<file path="config.mk">
export PLATFORM = sky130hd
export DESIGN_NAME = storeunit
export DESIGN_NICKNAME = d
export VERILOG_FILES = /design/src/rtl/storeunit.sv
export SDC_FILE = /design/constraint.sdc
export NUM_CORES = 1
export LEC_CHECK = 0
export BUFFER_PORTS_ARGS = -buffer_cell sky130_fd_sc_hd__clkbuf_2
export CAP_MARGIN = 20
export CORE_ASPECT_RATIO = 1.75
export CORE_MARGIN = 5
export CORE_UTILIZATION = 30
export DETAILED_ROUTE_END_ITERATION = 12
export PLACE_DENSITY_LB_ADDON = 0.25
export SKIP_LAST_GASP = 1
export SYNTH_ARGS = -nofsm -noshare
export SYNTH_HDL_FRONTEND = slang
export SYNTH_SLANG_ARGS = --single-unit
</file>
<file path="constraint.sdc">
create_clock -name clk -period 2.28 [get_ports clk]
set_clock_uncertainty 0.2 [all_clocks]
set_input_delay 0.114 -clock clk [delete_from_list [all_inputs] [get_ports clk]]
set_output_delay 0.114 -clock clk [all_outputs]
set_load 0.01 [all_outputs]
</file>
<file path="src/rtl/storeunit.sv">
// storeunit: SB/SH/SW store engine using read-modify-write on a word-only data memory
module storeunit (
   input  logic        clk,
   input  logic        reset,
   input  logic        start,
   input  logic [1:0]  controls,
   input  logic [31:0] addr,
   input  logic [31:0] wdata,
   output logic        busy,
   output logic        done,
   output logic        misaligned,
   output logic [31:0] mem_addr,
   output logic        mem_read,
   output logic        mem_write,
   output logic [31:0] mem_wdata,
   input  logic [31:0] mem_rdata,
   input  logic        mem_waitrequest
);
   typedef enum logic [1:0] {IDLE, READ, WRITE} state_t;
   state_t state, nxt;
   logic [1:0]  ctl_q;
   logic [31:0] addr_q, wd_q, merged;
   logic        take, bad, rsv, done_d, mis_d;
   // request decode: a start is only taken in IDLE; rejected requests never touch memory
   always_comb begin
      take = state == IDLE && start;
      rsv = controls == 2'b11;
      bad = rsv || (controls == 2'b01 && addr[0]) || (controls == 2'b10 && addr[1:0] != 2'b00);
   end
   // lane merge of the captured store data into the word read back from memory
   always_comb begin
      merged = mem_rdata;
      if (ctl_q == 2'b01)
         merged = addr_q[1] ? {wd_q[15:0], mem_rdata[15:0]} : {mem_rdata[31:16], wd_q[15:0]};
      else
         for (int k = 0; k < 4; k++)
            if (addr_q[1:0] == k[1:0]) merged[8*k +: 8] = wd_q[7:0];
   end
   // next-state and completion decode
   always_comb begin
      nxt = state;
      done_d = 1'b0;
      mis_d = 1'b0;
      if (state == IDLE && take) begin
         nxt = bad ? IDLE : (controls == 2'b10 ? WRITE : READ);
         done_d = bad;
         mis_d = bad && !rsv;
      end else if (state == READ) begin
         nxt = mem_waitrequest ? READ : WRITE;
      end else if (state == WRITE) begin
         nxt = mem_waitrequest ? WRITE : IDLE;
         done_d = !mem_waitrequest;
      end
   end
   // state register; reset abandons any in-flight access without a done
   always_ff @(posedge clk or posedge reset) begin
      if (reset) state <= IDLE;
      else state <= nxt;
   end
   // request capture, merged-word register and registered completion flags
   always_ff @(posedge clk or posedge reset) begin
      if (reset) begin
         ctl_q <= 2'b00;
         addr_q <= 32'h0;
         wd_q <= 32'h0;
         done <= 1'b0;
         misaligned <= 1'b0;
      end else begin
         done <= done_d;
         misaligned <= mis_d;
         if (take) begin
            ctl_q <= controls;
            addr_q <= addr;
            wd_q <= wdata;
         end else if (state == READ && !mem_waitrequest) begin
            wd_q <= merged;
         end
      end
   end
   assign busy = state != IDLE;
   assign mem_read = state == READ;
   assign mem_write = state == WRITE;
   assign mem_addr = {addr_q[31:2], 2'b00};
   assign mem_wdata = wd_q;
endmodule

</file>
Word-level counts from Yosys, hierarchy flattened
Index checks and enable logic that the tools add are counted.
Word-level totals
  latch bits: 0
  bits in registers: 70
  memory bits (writable): 0
  word-level logic and storage cells: 56
  bits in read-only memories: 0
  memories: 0
  output and inout bits: 69
  input port bits: 102
Operators by class
  add/sub/neg operators: 0
  multiplexer cells: 19
  multiply operators: 0
  div/mod/pow operators: 0
  reductions and logical operators: 18
  equality and inequality tests: 11
  bitwise gates (word level): 0
  shifts and indexed selects: 0
  magnitude comparators: 0
Operator list (count)
  two-way mux 32 bit: 4
  two-way mux 8 bit: 4
  two-way mux 2 bit: 7
  == test 2 bit (second input constant): 5
  == test 2 x 1 -> 1 bit (second input constant): 4
  logical AND 1 bit: 6
  inequality test 3 bit (second input constant): 2
  nonzero test 2 bit: 3
  zero test 2 bit: 2
  two-way mux 1 bit: 4
  AND reduction 3 bit: 1
  nonzero test 3 bit: 1
  zero test 1 bit: 2
  logical OR 1 bit: 2
  AND reduction 2 bit: 1

Logic depth before layout (Yosys ltp)
Gate-level depths: netlist of run 1.
  word-level depth: 6
  depth in mapped cells: 8
  gate-level depth less buffers: 7

Least setup slack after synthesis of run 1
Ideal clock, no wire load.
  path type: register to register
  from: reg state[1]
  to: reg wd_q[24] (netlist: mem_wdata[24])
  library setup time: 126 ps
  setup slack: 353 ps
  stages on the path, launching flop included: 8
  buffers on the path: 1
  arrival time: 1601 ps
  period minus slack after synthesis: 1927 ps
  required time: 1954 ps
  cell sequence: dfrtp_1 > inv_1 > ha_1 > ha_1 > inv_1 > clkbuf_1 > and3_1 > a221o_1
On the way
  word-level cells in the longest chain between the ends: 3
  elaborated cells on any way between the ends: 6
  classes of those cells: eq/ne: 1; mux: 1; reduce/logical: 4
Ends and longest elaborated chain
  from (decl): RTL line 20  | state_t state, nxt;
  from (signal assigned): RTL line 58  | else state <= nxt;
  == test 2 x 1 -> 1 bit
  via mem_read: RTL line 13  | output logic mem_read,
  logical AND 1 bit: RTL line 75  | end else if (state == READ && !mem_waitrequest) begin
  nonzero test 2 bit (no line)
  to (signal assigned): RTL line 74  | wd_q <= wdata;
  to (signal assigned): RTL line 76  | wd_q <= merged;
  to (decl): RTL line 22  | logic [31:0] addr_q, wd_q, merged;
The timed path passes the listed nets, and every way through them passes these cells.
A chain may end at the register's enable or synchronous reset.

Worst setup path after layout of run 1
  from: reg state[1]
  to: reg wd_q[3] (netlist: mem_wdata[3])
On the way
  word-level cells in the longest chain between the ends: 4
  elaborated cells on any way between the ends: 9
  classes of those cells: eq/ne: 3; mux: 1; reduce/logical: 5
Ends and longest elaborated chain (RTL line)
  zero test 2 bit or == test 2 x 1 -> 1 bit (tied branches): 26, 75
  logical AND 1 bit (on tied branches): 26, 75
  inequality test 3 bit (no line) or nonzero test 2 bit (tied branches)
  AND reduction 3 bit (no line)
Parallel ways exist; a longest one is shown, timed or not.

==> impl_metrics.ini, run 1 <==
[run_status]
status = finished clean

[power]
p_int_mw = 4.11
p_comb_share_pct = 46.6
pwr-share-seq_pct = 33.9
p_sw_share_pct = 41.2
clockPowerShare_pct = 19.5
power_mw = 6.98
vdd_ir_drop_max_v = 0.000511
power_density_nw_per_um2 = 1220
p_leak_nw = 2.91
p_sw_mw = 2.88

[yosys]
yosys.cell_types.count = 32
synth_top_area_cell = dfrtp_1
netlist_instances = 416
synthTopCellsByCount = nand2_1 (125), dfrtp_1 (70), a21oi_1 (34)
syn_avg_cell_area_um2 = 8.92
ys.flop_type = dfrtp_1
synthTopCellsByArea = dfrtp_1 (47%), nand2_1 (13%), buf_4 (6.7%)
ys_seq_area_share_pct = 47.2
ys_ff_latch = 70
yosysWarnings = 0
syn_area_um2 = 3710
synth-edff-count = 0
synth.top_cell.area_share_pct = 47.2
synthMostInstantiatedCell = nand2_1
async_flop_share_pct = 100

[clock_network]
clk_latency_ns = 0.33
cts_made_buffers = 9
clockBufferDepth = 2
htreeDepth = 3
cts_tree = done
clk_root_buffer_cell = clkbuf_16
path_clk_slew_ns = 0.06
cts.sinks = 70
cts_resized = 0

[sta]
max_freq_ghz = 0.487
setup_viol_count_final = 0
finalWorstSetupSlack_ns = 0.226
hold_viol_final = 0
drv_slew = 0
slew_headroom_pct = 56.2
rsz0062_at_grt = no
tightest_slew_ns = 0.656
period_needed_ns = 2.05
period_share_pct = 90.1
fin_setup_tns_ns = 0

[setup_path]
crit_chain = inv_1, ha_1, ha_1, nand2_1, o21ai_4, mux2i_1, a21oi_1
end_kind = register
crit_buf_inv = 1
cp_slowest_stage_delay_ns = 0.37
critPathMaxFanout = 8
cp_top_family = adder cells
crit_top_cell = ha_1
crit_type = reg -> reg
worstPathArrival_ns = 2.06
crit_slowest_cell = dfrtp_1
required_ns = 2.28
worstSetupStartpointType = register

[route]
dr_wl_met3_um = 720
first_iter_violations = 242
dr.pass1.iters = 4
vias = 3770
drc = 0
met1Wirelength_um = 4920
highest_layer = met4
wirelength_um = 12800
via_per_inst = 4.64
dr_wl_met2_um = 6690
final_antenna_net_count = 0
wl_per_cell_um = 15.8

[final_layout]
fin_nets = 750
fillers = 1178
layout-drive-gt1-share_pct = 31.8
area_growth_pct = 54.2
stdcell_area_um2 = 5720

[job]
maxCapViolCount = 0

[global_routing]
grt_pass1_wl_um = 19700
track_usage_pct = 17.2
grt_pass1_vias = 3868
grt_max_degree = 37
antenna_found_initial = 1
grt_overflow = 0

[floorplanning]
dieWidth_um = 94.1
start_util_pct = 30.7
dieArea_um2 = 14800
die_h_um = 157
rows = 53
core_area_um2 = 12100
ios = 171

[hold_path]
min_path_type = in -> reg

[place]
dpl_cell_area_um2 = 4510
io_buffer_count = 168
dpl.hpwl_um = 9450
gp_congestion = 0.798
dp_slack_ns = 0.215
-- path summary, 6_finish.rpt --
kind / from / end / slack [ns] / cells after the start
setup / recovery: state[1] / mem_wdata[3] / 0.23 / 7
hold / removal: mem_rdata[29] / mem_wdata[29] / 0.08 / 4
setup reg to reg: state[1] / mem_wdata[3] / 0.23 / 7
hold reg to reg: addr_q[25] / addr_q[25] / 0.27 / 2
max in group asynchronous: reset / mem_wdata[3] / 1.04 / 4
min in group asynchronous: reset / addr_q[6] / 0.19 / 3
-- through the flow --
stage	hold slack (ns)	util (%)	std cells
floorplan	0.0194	-	417
global placement	-0.0118	37.4	705
detailed placement	0.0103	37.4	705
CTS	0.0644	47.4	812
global route	0.109	47.4	813
finish	0.0800	47.4	813
-- routing by layer --
layer,vias up,track usage [%]
met4,0,8.61
met1,1743,19.7
met3,34,3.11
met2,148,30.2
met5,-,0
li1,1845,-
-- power by group through the flow --
stage,Sequential (mW),Clock (mW),Combinational (mW)
3_5_place_dp,2.40,0,3.15
2_1_floorplan,2.31,0,2.32
5_1_grt,2.46,1.45,3.59
3_3_place_gp,2.37,0,3.08
4_1_cts,2.38,1.39,3.29
6_report,2.37,1.36,3.25
-- worst reg2reg max path: stages (launching register included) --
cell     delay [ns]
dfrtp_1        0.37
inv_1          0.09
ha_1           0.23
ha_1           0.25
nand2_1        0.11
o21ai_4        0.37
mux2i_1        0.24
a21oi_1        0.08
-- state kept, by name, summed over array words and instances, names as in the netlist --
signal and cells:
ctl_q 2, mem_wdata 32, state 2, addr_q 32, done 1, misaligned 1
-- kinds of logic (layout without fill, tap and decap cells) --
group | after synthesis | count (layout) | share of synthesized area (%)
AO/OA/AOI/OAI | 88 | 88 | 15.9
adder cells (fa/ha/maj) | 5 | 5 | 1.69
buffers and inverters | 64 | 294 | 10.7
flip-flops | 70 | 70 | 47.2
multiplexers | 18 | 18 | 4.89
other | 1 | 3 | 0.101
AND/OR/NAND/NOR | 170 | 170 | 19.5
-- area by class of cell --
| type | instances | area, µm² | share of cell area [%] |
|---|---|---|---|
| flip-flops and latches | 70 | 1750 | 30.6 |
| clock inverters | 6 | 63.8 | 1.11 |
| repair buffers | 272 | 1880 | 32.8 |
| well taps | 165 | 206 | 3.61 |
| clock buffers | 9 | 225 | 3.94 |
| diodes | 1 | 2.50 | 0.0437 |
| multi-input cells | 283 | 1570 | 27.4 |
| inverters | 7 | 27.5 | 0.481 |
-- repair_timing --
action,CTS,global route
hold buffers,92,0
buffers inserted,0,0
endpoints found under the hold margin,105,0
-- placed cells by master, fill, tap and decap left out, types with 10 or more instances in the layout --
cell type,Yosys,layout
a21oi_1,34,34
and3_1,16,16
buf_4,33,10
clkbuf_2,0,168
dfrtp_1,70,70
dlygate4sd3_1,0,92
mux2i_1,17,17
nand2_1,125,124
nor2_1,13,13
o22ai_1,17,17
Power figures use the tool's default switching activity.
==> run 2: changes to the inputs <==
HOLD_SLACK_MARGIN = 0.1   (was not set)
==> run 2 against run 1 <==
Compared with the run above: clock-buffer cell count stayed put; core utilization grew 0.52 points; register-to-register slack hardly changed; clock power about the same; largest cell class unchanged; sequential power about the same; worst setup slack worse by 0.0044 ns; non-clock buffer count rose by 6; combinational power about the same; power about the same; first-iteration DRC count rose by 0.83%; wire length increased by 0.53%; worst hold slack better by 0.052 ns.
==> impl_metrics.ini, run 2 (synthesized netlist as in run 1, its figures left out) <==
[floorplanning]
rows = 53
die_h_um = 157
start_util_pct = 30.7
ios = 171
dieArea_um2 = 14800
core_area_um2 = 12100
dieWidth_um = 94.1

[sta]
worst_hold_slack_ns = 0.132
max_freq_ghz = 0.486
tightest_slew_ns = 0.654
fin_setup_tns_ns = 0
period_share_pct = 90.3
finalWorstSetupSlack_ns = 0.221
hold_viol_final = 0
setup_viol_count_final = 0
rsz0062_at_grt = no
slew_headroom_pct = 56.4
period_needed_ns = 2.06
drv_slew = 0

[global_routing]
grt_pass1_vias = 3920
grt_pass1_wl_um = 19800
antenna_found_initial = 1
use_met3_pct = 3.16
grt_util_met2_pct = 30.3
busiest_layer = met2
grt_overflow = 0
track_usage_pct = 17.3
use_met1_pct = 19.7
grt_max_degree = 37

[hold_path]
hold_start = mem_rdata[24]
min_path_type = in -> reg
holdPathEnd = mem_wdata[24]
min_path_cells = 4

[place]
dpl.hpwl_um = 9450
io_buffer_count = 168
dp_slack_ns = 0.215
gp_congestion = 0.798

[route]
dr.pass1.iters = 4
wirelength_um = 12900
first_iter_violations = 244
via_per_inst = 4.66
final_antenna_net_count = 0
wl_per_cell_um = 15.7
drc = 0
vias = 3823

[setup_path]
end_kind = register
critPathMaxFanout = 8
crit_type = reg -> reg
r2r_cells = 7
required_ns = 2.33
r2r_start = state[1]
r2r_slack_ns = 0.22
worstSetupStartpointType = register
worstPathArrival_ns = 2.11
r2r-end = mem_wdata[11]

[final_layout]
fin_nets = 756
layout-drive-gt1-share_pct = 31.5
fillers = 1171
mostFrequentLayoutCells = clkbuf_2 (168), nand2_1 (124), dlygate4sd3_1 (98)
final_common_cell = clkbuf_2
area_growth_pct = 55.9

[clock_network]
cts_resized = 0
cts_tree = done
clk_root_buffer_cell = clkbuf_16
htreeDepth = 3
cts_hold_buf = 98
cts.sinks = 70
clk_latency_ns = 0.33
post_cts_buffers = 0
path_clk_slew_ns = 0.05
clockBufferDepth = 2
cts_made_buffers = 9

[power]
p_leak_nw = 2.93
power_density_nw_per_um2 = 1210
vdd_ir_drop_max_v = 0.000510
p_comb_share_pct = 46.6
clockPowerShare_pct = 19.4
p_sw_share_pct = 41.2
pwr-share-seq_pct = 33.9
p_int_mw = 4.11
p_sw_mw = 2.88

[job]
maxCapViolCount = 0

[run_status]
status = finished clean
run 2: worst max path at each step:
stage | cells after the start | end | slack (ns) | from
after floorplan | 1 | addr_q[0] | 0.20 | reset
after global placement | 7 | mem_wdata[7] | 0.27 | state[1]
after detailed placement | 7 | mem_wdata[3] | 0.22 | state[1]
after CTS | 7 | mem_wdata[3] | 0.19 | state[1]
after global routing | 7 | mem_wdata[9] | 0.02 | state[1]
final | 7 | mem_wdata[11] | 0.22 | state[1]
run 2: power by group through the flow:
stage	combinational (mW)	clock [mW]	sequential [mW]
final	3.26	1.36	2.37
after global routing	3.60	1.45	2.46
after CTS	3.30	1.39	2.38
after detailed placement	3.15	0	2.40
after global placement	3.08	0	2.37
after floorplan	2.32	0	2.31
run 2: stage by stage:
| step | power, mW | cells | util [%] | area (µm²) |
|---|---|---|---|---|
| after floorplan | 4.63 | 417 | - | 3710 |
| after global placement | 5.45 | 705 | 37.4 | 4510 |
| after detailed placement | 5.56 | 705 | 37.4 | 4510 |
| after CTS | 7.08 | 818 | 47.9 | 5780 |
| after global routing | 7.51 | 819 | 47.9 | 5780 |
| final | 6.99 | 820 | 47.9 | 5790 |
run 2: layout make-up:
| cell class | instances | area [µm²] | share of cell area, % |
|---|---|---|---|
| timing repair buffer | 278 | 1940 | 33.5 |
| sequential | 70 | 1750 | 30.3 |
| multi-input combinational | 283 | 1570 | 27.1 |
| clock buffer | 9 | 225 | 3.89 |
| tap | 165 | 206 | 3.57 |
| clock inverter | 6 | 63.8 | 1.10 |
| inverter | 7 | 27.5 | 0.476 |
| antenna | 2 | 5.00 | 0.0865 |
run 2: layer usage:
| layer | part of all wire [%] | vias up |
|---|---|---|
| met3 | 5.0 | 38 |
| met5 | 0 | - |
| met4 | 4.1 | 0 |
| met2 | 52 | 140 |
| li1 | - | 1861 |
| met1 | 39 | 1784 |
run 2: worst max-delay path, stage by stage (launching register included):
cell and delay [ns]:
dfrtp_1 0.37, inv_1 0.09, ha_1 0.23, ha_1 0.25, inv_1 0.12, o211ai_2 0.42, o22ai_1 0.16, a21oi_1 0.14
